[config.mk]
export PLATFORM = sky130hd
export DESIGN_NAME = vec_fill_seq
export DESIGN_NICKNAME = d
export VERILOG_FILES = /design/src/rtl/vec_fill_seq.sv
export SDC_FILE = /design/constraint.sdc
export NUM_CORES = 1
export LEC_CHECK = 0
export CAP_MARGIN = 0
export CORE_MARGIN = 4
export CORE_UTILIZATION = 25
export DETAILED_ROUTE_END_ITERATION = 6
export PLACE_DENSITY = 0.58
export SYNTH_ARGS = -nofsm -noshare
export SYNTH_HDL_FRONTEND = slang
export SYNTH_SLANG_ARGS = --single-unit
export TNS_END_PERCENT = 5
[constraint.sdc]
create_clock -name clk -period 2.6 [get_ports clk]
set_input_delay 0.52 -clock clk [delete_from_list [all_inputs] [get_ports clk]]
set_output_delay 0.52 -clock clk [all_outputs]
set_load 0.02 [all_outputs]
[src/rtl/vec_fill_seq.sv]
// Serial-to-parallel fill sequencer: writes din into out from $left down to $right,
// one bit per FILL cycle, then pulses done for a single cycle.
module vec_fill_seq #(
  parameter int WIDTH = 6,
  parameter int LSB   = 0,
  localparam int IW   = ($clog2(LSB + WIDTH) < 1) ? 1 : $clog2(LSB + WIDTH)
) (
  input  logic                     clk,
  input  logic                     rst_n,
  input  logic                     start,
  input  logic                     abort,
  input  logic                     din,
  output logic [LSB+WIDTH-1:LSB]   out,
  output logic [IW-1:0]            idx,
  output logic                     busy,
  output logic                     done
);

  localparam logic [1:0] S_IDLE = 2'd0;
  localparam logic [1:0] S_FILL = 2'd1;
  localparam logic [1:0] S_DONE = 2'd2;

  localparam logic [IW-1:0] IDX_FIRST = IW'($left(out));
  localparam logic [IW-1:0] IDX_LAST  = IW'($right(out));

  logic [1:0] state;

  always_ff @(posedge clk) begin
    if (!rst_n) begin
      state <= S_IDLE;
      out   <= '0;
      idx   <= IDX_FIRST;
    end else begin
      case (state)
        S_IDLE: begin
          idx <= IDX_FIRST;
          if (start && !abort) state <= S_FILL;
        end
        S_FILL: begin
          if (abort) begin
            // Abort suppresses this cycle's write; partial contents are kept.
            state <= S_IDLE;
            idx   <= IDX_FIRST;
          end else begin
            out[idx] <= din;
            if (idx == IDX_LAST) begin
              state <= S_DONE;
              idx   <= IDX_FIRST;
            end else begin
              idx <= idx - IW'(1);
            end
          end
        end
        S_DONE: begin
          state <= S_IDLE;
          idx   <= IDX_FIRST;
        end
        default: begin
          state <= S_IDLE;
          idx   <= IDX_FIRST;
        end
      endcase
    end
  end

  always_comb begin
    busy = (state == S_FILL);
    done = (state == S_DONE);
  end

endmodule

==> results.cfg <==
[critical_path]
reg2reg_to = state[0]$_SDFFE_PN0P_
slowest_stage = clkdlybuf4s50_1
reg2reg_depth = 6
worstPathArrival_ns = 1.45
required_ns = 2.08
r2r_setup_slack_ns = 1.24
path_class = reg -> out
start_kind = register
worst_setup_path_end_kind = output pin
reg2reg_from = idx[0]$_SDFF_PP1_
path_cells = nor2b_1 > clkdlybuf4s50_1
max_stage_delay_ns = 0.60
crit_fanout = 6

[min_path]
min_path_cells = 1
hold_start = idx[0]$_SDFF_PP1_
worst_hold_path_type = reg -> reg
holdPathEnd = idx[0]$_SDFF_PP1_

[synth]
synth-adder-area-share_pct = 5.10
ys_warn_count = 0
syn_inst = 52
syn_area_um2 = 490
postSynthAreaPerCell_um2 = 9.43
ys_types = 16
synth_nets = 59
synth_top_area_cell = dfxtp_1
synth-simple-area-share_pct = 33.7
yosysSeqAreaShare_pct = 44.9
synth.top_cell.area_share_pct = 44.9
synth_top_family_by_area = simple AND/OR/NAND/NOR gates
synth_area_leaders = dfxtp_1 45%, mux2i_1 12%, nand2_1 12%
synthXorXnorAreaFrac_pct = 0
synth_compound_area_share_pct = 1.02
synth_mux_area_share_pct = 12.2
ys_ff_latch = 11

[routing]
vias = 389
wire_per_inst_um = 9.80
first_iter_violations = 7
viasPerCell = 4.09
ant_nets = 0
drc_errors = 0
wl_um = 931
drt_pass1_iterations = 2

[grt]
grt_usage_pct = 7.85
overflow = 0
antenna_found_initial = 0
grt_pass1_wl_um = 1550
grt_pass1_vias = 362
grt_max_degree = 11

[power]
p_leak_uw = 0.000308
total_power_uw = 307
irDropWorstVdd_mv = 0.185
power.density_mw_per_mm2 = 442

[final_layout]
fin_util_pct = 38.9
regArea_um2 = 220
fillers = 189
final_cells = 95
area_delta_synth_final_pct = 41.6
multi_input_area_um2 = 255
fin_nets = 78
layout-drive-gt1-share_pct = 7.14
antenna_cells = 0

[clock_tree]
clkLatencyLatePin_ns = 0.26
ctsHoldBuffers = 0
cts_made_buffers = 3
tritoncts = done
h-tree-depth = 1
post_cts_buffers = 0
cts_sinks = 11
cts_root_buffer = clkbuf_4
cts_resized = 0
path_clk_slew_ns = 0.07
clock_path_buffers = 2

[timing]
slew_headroom_pct = 77.4
layout_min_cycle_time_ns = 1.97
worst_pin_slew_ns = 0.338
slew_viol_final = 0
fin_crit_sh_pct = 75.9
setup_violations = 0
holdWs_ns = 0.463
fin_tns_setup_ns = 0
worst_clock_skew_ns = 0.000548
max_freq_mhz = 506
rsz0062_at_grt = false
final_hold_viol_count = 0

[die]
start_util_pct = 27.5
dieArea_mm2 = 0.00273
coreArea_mm2 = 0.00178
die_w_um = 52.3
die_h_um = 52.3
ioPinCount = 16
rows = 15

[place]
dp_cells = 91
place_congestion = 0.695
port-buffer-count = 15
hpwl_um = 732

[status]
status = finished, final reports clean

[job]
drv_cap = 0
==> cells in the mapped netlist <==
master	count
and3b_1	1
ha_1	2
nand2_1	16
nor3b_1	1
o21ai_0	1
and2b_1	2
nor4b_4	1
nor4b_1	1
nor2_1	1
nor2b_1	3
and4bb_2	1
dfxtp_1	11
mux2i_1	6
inv_1	3
and3_1	1
clkbuf_1	1
==> per-layer routing <==
metal	track usage, %	wire [µm]
met5	0	0
met4	6.38	21
met3	1.71	45
met2	11.6	403
met1	9.62	461
==> state kept, by name, indices dropped and copies added, names as in the netlist <==
signal	count
idx	3
out	6
state	2
==> metrics by stage <==
| stage | worst slack (ns) | cell area, µm² |
|---|---|---|
| global placement | 0.898 | 668 |
| CTS | 0.600 | 694 |
| detailed placement | 0.887 | 668 |
| finish | 0.625 | 694 |
| global route | 0.536 | 694 |
| floorplan | 1.23 | 490 |
==> logic make-up after synthesis <==
group           after synthesis
compound gates                1
buf+inv                       4
mux                           6
simple gates                 28
fa+ha+maj                     2
flops                        11
==> where the power goes <==
part | total, µW | internal (µW) | switching, µW
Clock | 114 | 59.2 | 54.8
Sequential | 172 | 170 | 1.75
Combinational | 21.0 | 11.6 | 9.40
Total | 307 | 241 | 65.9
==> layout by cell type (no fill, tap or decap) <==
cell and instances:
nand2_1 16, nor4b_1 1, clkbuf_1 1, nor4b_4 1, ha_1 2, and3b_1 1, nor3b_1 1, o21ai_0 1
nor2b_1 3, and2b_1 2, and3_1 1, clkbuf_4 3, nor2_1 1, mux2i_1 6, clkdlybuf4s50_1 15, inv_1 3
and4bb_2 1, dfxtp_1 11
==> worst max path at each step <==
stage	endpoint	cells after the start	slack, ns	from
final	done	2	0.63	state[1]$_SDFFE_PN0P_
after global routing	done	2	0.54	state[1]$_SDFFE_PN0P_
after CTS	done	2	0.60	state[1]$_SDFFE_PN0P_
after detailed placement	out[5]$_SDFFE_PN0P_	4	0.89	abort
after global placement	done	2	0.90	state[1]$_SDFFE_PN0P_
after floorplan	state[0]$_SDFFE_PN0P_	6	1.23	idx[0]$_SDFF_PP1_
==> layout make-up <==
class                           count  area share [%]
Sequential cell                    11            31.7
Clock buffer                        4            3.78
Multi-Input combinational cell     37            36.8
Tap cell                           25            4.50
Timing Repair Buffer               15            21.6
Inverter                            3            1.62
==> critical path, delay by kind of cell, from the launching register on <==
kind                   cells  cell delay [ns]
AND/OR/NAND/NOR            1             0.15
buffers and inverters      1             0.60
flip-flops                 1             0.44
(Power assumes the default switching activity.)
